===== src/rtl/lstm_fxp_pkg.sv =====
// Shared fixed-point definitions for the LSTM datapath: default formats,
// the MAC control states and representable-range helpers.
package lstm_fxp_pkg;

    localparam int DEF_DATA_WIDTH  = 16;
    localparam int DEF_FRACT_WIDTH = 8;

    typedef enum logic {
        ACCUM = 1'b0,
        OUT   = 1'b1
    } mac_state_t;

    function automatic longint fxp_max(input int width);
        return (64'sd1 <<< (width - 1)) - 64'sd1;
    endfunction

    function automatic longint fxp_min(input int width);
        return -(64'sd1 <<< (width - 1));
    endfunction

endpackage


===== src/rtl/fxp_narrow.sv =====
// Narrows a full-precision accumulator to the DATA_WIDTH result format.
// GATE_DOT_MAC_SAT_EN selects clamping with a sat flag; otherwise the result wraps.
module fxp_narrow
    import lstm_fxp_pkg::*;
#(
    parameter int IN_W        = 39,
    parameter int DATA_WIDTH  = DEF_DATA_WIDTH,
    parameter int FRACT_WIDTH = DEF_FRACT_WIDTH
) (
    input  logic [IN_W-1:0]       acc,
    output logic [DATA_WIDTH-1:0] data,
    output logic                  sat
);

`ifdef GATE_DOT_MAC_SAT_EN
    localparam logic signed [IN_W-1:0] MAX_V = IN_W'(fxp_max(DATA_WIDTH));
    localparam logic signed [IN_W-1:0] MIN_V = IN_W'(fxp_min(DATA_WIDTH));

    // Floor shift first, then clamp against the representable range.
    function automatic logic [DATA_WIDTH-1:0] narrow_data(input logic signed [IN_W-1:0] a);
        logic signed [IN_W-1:0] r;
        r = a >>> FRACT_WIDTH;
        if (r > MAX_V) begin
            return MAX_V[DATA_WIDTH-1:0];
        end else if (r < MIN_V) begin
            return MIN_V[DATA_WIDTH-1:0];
        end
        return r[DATA_WIDTH-1:0];
    endfunction

    function automatic logic narrow_sat(input logic signed [IN_W-1:0] a);
        logic signed [IN_W-1:0] r;
        r = a >>> FRACT_WIDTH;
        return (r > MAX_V) || (r < MIN_V);
    endfunction

    assign data = narrow_data($signed(acc));
    assign sat  = narrow_sat($signed(acc));
`else
    function automatic logic [DATA_WIDTH-1:0] narrow_data(input logic signed [IN_W-1:0] a);
        logic signed [IN_W-1:0] r;
        r = a >>> FRACT_WIDTH;
        return r[DATA_WIDTH-1:0];
    endfunction

    assign data = narrow_data($signed(acc));
    assign sat  = 1'b0;
`endif

endmodule


===== src/rtl/gate_dot_mac.sv =====
// Streaming fixed-point dot product with bias for one LSTM gate pre-activation.
// Build with GATE_DOT_MAC_SAT_EN to clamp out-of-range results instead of wrapping.
module gate_dot_mac
    import lstm_fxp_pkg::*;
#(
    parameter  int DATA_WIDTH  = DEF_DATA_WIDTH,
    parameter  int FRACT_WIDTH = DEF_FRACT_WIDTH,
    parameter  int MAX_LEN     = 64,
    localparam int CNT_W       = $clog2(MAX_LEN + 1),
    localparam int ACC_W       = 2 * DATA_WIDTH + $clog2(MAX_LEN) + 1
) (
    input  logic                  clk,
    input  logic                  rst,
    input  logic                  in_valid,
    output logic                  in_ready,
    input  logic [DATA_WIDTH-1:0] in_x,
    input  logic [DATA_WIDTH-1:0] in_w,
    input  logic                  in_last,
    input  logic [DATA_WIDTH-1:0] in_bias,
    output logic                  out_valid,
    input  logic                  out_ready,
    output logic [DATA_WIDTH-1:0] out_data,
    output logic [CNT_W-1:0]      out_count,
    output logic                  out_len_err,
    output logic                  out_sat
);

    mac_state_t                  state_p0;
    logic signed [ACC_W-1:0]     acc_p0;
    logic [CNT_W-1:0]            count_p0;

    logic signed [2*DATA_WIDTH-1:0] product;
    logic signed [ACC_W-1:0]        bias_term;
    logic signed [ACC_W-1:0]        acc_next;
    logic [CNT_W-1:0]               count_next;
    logic                           vec_end;
    logic [DATA_WIDTH-1:0]          narrow_data;
    logic                           narrow_sat;

    assign in_ready  = (state_p0 == ACCUM);
    assign out_valid = (state_p0 == OUT);

    // Stage p0: full-precision multiply-accumulate; the bias enters on the first beat
    assign product    = (2*DATA_WIDTH)'($signed(in_w)) * (2*DATA_WIDTH)'($signed(in_x));
    assign bias_term  = ACC_W'($signed(in_bias)) <<< FRACT_WIDTH;
    assign acc_next   = (count_p0 == '0) ? ACC_W'(product) + bias_term
                                         : acc_p0 + ACC_W'(product);
    assign count_next = count_p0 + CNT_W'(1);
    assign vec_end    = in_last || (count_next == CNT_W'(MAX_LEN));

    fxp_narrow #(
        .IN_W        (ACC_W),
        .DATA_WIDTH  (DATA_WIDTH),
        .FRACT_WIDTH (FRACT_WIDTH)
    ) u_narrow (
        .acc  (acc_next),
        .data (narrow_data),
        .sat  (narrow_sat)
    );

    // Stage p1: result register loaded on the closing beat and held until consumed
    always_ff @(posedge clk) begin
        if (rst) begin
            state_p0    <= ACCUM;
            acc_p0      <= '0;
            count_p0    <= '0;
            out_data    <= '0;
            out_count   <= '0;
            out_len_err <= 1'b0;
            out_sat     <= 1'b0;
        end else begin
            case (state_p0)
                ACCUM: begin
                    if (in_valid) begin
                        acc_p0   <= acc_next;
                        count_p0 <= count_next;
                        if (vec_end) begin
                            state_p0    <= OUT;
                            out_data    <= narrow_data;
                            out_count   <= count_next;
                            out_len_err <= !in_last;
                            out_sat     <= narrow_sat;
                        end
                    end
                end
                OUT: begin
                    if (out_ready) begin
                        state_p0 <= ACCUM;
                        acc_p0   <= '0;
                        count_p0 <= '0;
                    end
                end
                default: state_p0 <= ACCUM;
            endcase
        end
    end

endmodule


===== config.mk =====
export PLATFORM = sky130hd
export DESIGN_NAME = gate_dot_mac
export DESIGN_NICKNAME = d
export VERILOG_FILES = /design/src/rtl/lstm_fxp_pkg.sv /design/src/rtl/fxp_narrow.sv /design/src/rtl/gate_dot_mac.sv
export SDC_FILE = /design/constraint.sdc
export NUM_CORES = 1
export LEC_CHECK = 0
export CORE_UTILIZATION = 42
export DETAILED_ROUTE_END_ITERATION = 10
export MAX_ROUTING_LAYER = met4
export PLACE_DENSITY_LB_ADDON = 0.2
export SLEW_MARGIN = 20
export SYNTH_ARGS = -nofsm -noshare
export SYNTH_HDL_FRONTEND = slang
export SYNTH_HIERARCHICAL = 1
export SYNTH_SLANG_ARGS = --single-unit

===== constraint.sdc =====
create_clock -name clk -period 21.1 [get_ports clk]
set_input_delay 4.22 -clock clk [delete_from_list [all_inputs] [get_ports clk]]
set_output_delay 4.22 -clock clk [all_outputs]
set_load 0.1 [all_outputs]

* Word-level counts from Yosys, hierarchy flattened
Index checks and enable logic that the tools add are counted.
Word-level totals: flip-flop bits (word level) 71, output and inout port bits 27
Cells by class: $add $sub $neg 3, multipliers 1, equal/unequal tests 3, multiplexer cells 11, bitwise operators 1, reductions and logical operators 5
Operator list (number):
- 39-bit 2-to-1 mux | 3
- 39-bit case mux with 2 select lines | 1
- 39-bit by 32-bit adder with 39-bit output | 1
- 32-bit by 24-bit adder with 33-bit output | 1
- 16-bit by 16-bit multiplier with 32-bit output | 1
- 7-bit 2-to-1 mux | 2
- 7-bit case mux with 2 select lines | 1
- 7-bit by 1-bit adder with 7-bit output, second input constant | 1
- 7-bit equality test, second input constant | 1
- 7-bit zero test | 1
- 2-bit inequality test, second input constant | 2
- 1-bit 2-to-1 mux | 3
- 3-bit AND reduction | 1
- 1-bit case mux with 2 select lines | 1
- 2-bit AND reduction | 1
- 1-bit zero test | 1
- 1-bit logical OR | 1
- 1-bit NOT | 1

* Logic depth before layout (Yosys ltp)
word-level depth 6, depth in mapped cells 36

* Hierarchy
The synthesis kept the hierarchy.
Modules (own cells, without submodules):
- gate_dot_mac | times used 1, cells each 1833, area each 15760.1 µm², seq. area each 1441.4 µm²
- fxp_narrow | times used 1, cells each 18, area each 131.4 µm², seq. area each 0.0 µm²

* Least setup slack after synthesis
OpenSTA, ideal clock, no wires.
kind input to register, start point input in_w[15], end point register acc_p0[38], setup time 0.070 ns, arrival 11.973 ns, required time 21.030 ns, setup slack 9.057 ns, stages on the path 32, cells stage by stage clkbuf_1 -> nand2_1 -> inv_1 -> fa_1 -> fa_1 -> fa_1 -> fa_1 -> fa_1 -> inv_1 -> fa_1 -> inv_1 -> ha_1 -> and4_1 -> a41o_1 -> a211oi_1 -> nor2_1 -> nand2_1 -> o211ai_1 -> a21oi_1 -> xnor2_1 -> ha_1 -> a21oi_1 -> o21ai_0 -> a32oi_1 -> a21boi_0 -> o21ai_0 -> a21oi_1 -> o22ai_1 -> xnor2_1 -> xnor2_1 -> a211o_2 -> a21oi_1
Between the ends: longest elaborated chain between the ends 5
RTL lines:
- start, declared | RTL line gate_dot_mac.sv:17 | input logic [DATA_WIDTH-1:0] in_w,
- 16-bit by 16-bit multiplier with 32-bit output (*) | RTL line gate_dot_mac.sv:44 | assign product = (2*DATA_WIDTH)'($signed(in_w)) * (2*DATA_WIDTH)'($signed(in_x));
- 39-bit by 32-bit adder with 39-bit output / 32-bit by 24-bit adder with 33-bit output (equally long branches) | RTL line gate_dot_mac.sv:47, gate_dot_mac.sv:46
- 39-bit 2-to-1 mux (*) | RTL line gate_dot_mac.sv:46 | assign acc_next = (count_p0 == '0) ? ACC_W'(product) + bias_term
- 39-bit 2-to-1 mux (*) | RTL line gate_dot_mac.sv:74 | if (in_valid) begin
- 39-bit case mux with 2 select lines (*) | RTL line gate_dot_mac.sv:72 | case (state_p0)
- end signal, assigned | RTL line gate_dot_mac.sv:75 | acc_p0 <= acc_next;
- end, declared | RTL line gate_dot_mac.sv:29 | logic signed [ACC_W-1:0] acc_p0;
Every way passes the cells marked *; elsewhere a longest branch is shown, timed or not. The select of a mux whose other input is x is not followed. A chain may end at the register's enable or synchronous reset.

* Worst setup path in the final report
start point input in_w[8], end point register acc_p0[20]
Between the ends: longest elaborated chain between the ends 5
RTL lines:
- 16-bit by 16-bit multiplier with 32-bit output (*) | RTL line gate_dot_mac.sv:44
- 39-bit by 32-bit adder with 39-bit output / 32-bit by 24-bit adder with 33-bit output (equally long branches) | RTL line gate_dot_mac.sv:47, gate_dot_mac.sv:46
- 39-bit 2-to-1 mux (*) | RTL line gate_dot_mac.sv:46
- via acc_next[20] | RTL line gate_dot_mac.sv:34 | logic signed [ACC_W-1:0] acc_next;
- 39-bit 2-to-1 mux (*) | RTL line gate_dot_mac.sv:74
- 39-bit case mux with 2 select lines (*) | RTL line gate_dot_mac.sv:72
Mark *: on every way through the listed nets, which the timed path passes. The rest lies on a longest branch. The select of a mux whose other input is x is not followed.

==> results.sh <==
export IMPL_antenna_left=0
export IMPL_wirelength_mm=27.99
export IMPL_fp_coreArea_um2=27860
export IMPL_port_buffers=79
export IMPL_track_usage_pct=21.01
export IMPL_syn_num_nets=1768
export IMPL_clockBufferDepth=2
export IMPL_gr_total_overflow=0
export IMPL_min_path_type="reg -> reg"
export IMPL_initial_core_util_pct=42.86
export IMPL_holdBufCountCts=0
export IMPL_insertion_delay_ps=330
export IMPL_critPathMaxFanout=16
export IMPL_grt_max_degree=58
export IMPL_drv_cap=0
export IMPL_period_share_pct=57.46
export IMPL_place_hpwl_mm=22.51
export IMPL_vias_per_cell=5.072
export IMPL_gp_congestion=0.8317
export IMPL_tns_ps=0
export IMPL_drtIter0Drc=488
export IMPL_clock_sinks=57
export IMPL_crit_path_end_kind="flip-flop"
export IMPL_post_drt_wl_per_cell_um=15.62
export IMPL_worst_pin_slew_ps=999.9
export IMPL_status="finished, final reports clean"
export IMPL_worstPathArrival_ps=12310
export IMPL_postSynthAreaPerCell_um2=8.534
export IMPL_die_width_um=170.6
export IMPL_post_cts_buffers=0
export IMPL_area_sequential_um2=1141
export IMPL_drt_pass1_iterations=5
export IMPL_vias=9089
export IMPL_htree_levels=3
export IMPL_num_antenna_cells=0
export IMPL_netlist_area_um2=11940
export IMPL_crit_path_max_incr_delay_ps=820
export IMPL_crit_type="in -> reg"
export IMPL_grt_pass1_wl_mm=46.93
export IMPL_drc=0
export IMPL_root_buffer="clkbuf_16"
export IMPL_final_common_cell="inv_1"
export IMPL_fillers=2751
export IMPL_multi_input_area_um2=9459
export IMPL_yosys_warnings=6
export IMPL_post_cts_resized=0
export IMPL_fmaxAchievable_mhz=82.47
export IMPL_final_min_clock_period_ps=12120
export IMPL_area_delta_synth_final_pct=9.893
export IMPL_cts_tree="yes"
export IMPL_drv_slew=0
export IMPL_finalHoldViolCount=0
export IMPL_drive_gt1_share_pct=2.051
export IMPL_rsz0062_at_grt="false"
export IMPL_clkTransAtPathRegs_ps=60
export IMPL_die_h_um=170.6
export IMPL_nets=1778
export IMPL_std_cell_rows=61
export IMPL_crit_required_ps=21290
export IMPL_synth_cells=1399
export IMPL_ios=80
export IMPL_max_slew_margin_pct=33.13
export IMPL_critPathSlowestCell="clkdlybuf4s50_1"
export IMPL_grt_pass1_vias=9108
export IMPL_cts_buffers=9
export IMPL_die_area_um2=29100
export IMPL_antenna_found_initial=1
export IMPL_finClkSkew_ps=9.851
export IMPL_final_cell_mix="inv_1 (254), fa_1 (200), nand2_1 (143)"
export IMPL_start_kind="primary input"
export IMPL_crit_top_cell="fa_1"
export IMPL_setup_violations=0
==> per-layer routing <==
| metal | vias up | GRT usage, % | part of all wire [%] |
|---|---|---|---|
| met4 | 0 | 3.369 | 1.0 |
| met5 | - | - | 0 |
| met2 | 156 | 34.14 | 49 |
| li1 | 4372 | - | - |
| met3 | 21 | 1.920 | 3.2 |
| met1 | 4540 | 28.92 | 47 |
==> final timing paths <==
kind	start	endpoint	slack, ps	depth (start not counted)
setup reg to reg	acc_p0[1]	acc_p0[19]	18120	12
hold reg to reg	out_data[11]	out_data[11]	490	2
hold / removal	out_data[11]	out_data[11]	490	2
setup / recovery	in_w[8]	acc_p0[20]	8980	30
==> sequential cells by signal, indices dropped and copies added, names as in the netlist <==
name and cells:
count_p0 7, out_len_err 1, out_data 16, out_valid 1, out_sat 1, out_count 7, acc_p0 24
==> metrics by stage <==
| step | cell area, µm² | instances | setup WS, ps | utilization, % | hold WS, ps |
|---|---|---|---|---|---|
| 6_report | 13120 | 1792 | 8975 | 47.10 | 488.7 |
| 5_1_grt | 13120 | 1792 | 8450 | 47.10 | 513.3 |
| 4_1_cts | 13120 | 1792 | 8998 | 47.09 | 493.5 |
| 3_5_place_dp | 12820 | 1776 | 8635 | 46.02 | 481.0 |
| 3_3_place_gp | 12820 | 1776 | 8760 | 46.02 | 474.9 |
| 2_1_floorplan | 11940 | 1399 | 9860 | - | 472.1 |
==> worst max-delay path: cells and delay by family <==
| kind | cells | cell delay (ps) |
|---|---|---|
| AO/OA/AOI/OAI | 10 | 2020 |
| XOR/XNOR | 2 | 380 |
| adder cells (fa/ha/maj) | 8 | 3580 |
| buffers and inverters | 6 | 1120 |
| multiplexers | 1 | 140 |
| AND/OR/NAND/NOR | 3 | 800 |
==> area by class of cell <==
class | instances | share of cell area, %
well taps | 378 | 3.605
flip-flops and latches | 57 | 8.697
clock inverters | 5 | 0.4196
repair buffers | 80 | 6.065
inverters | 254 | 7.267
multi-input cells | 1007 | 72.10
clock buffers | 11 | 1.850
Power is not shown: default switching activity piles up to over one toggle a cycle in this logic, so the estimate is an artifact.
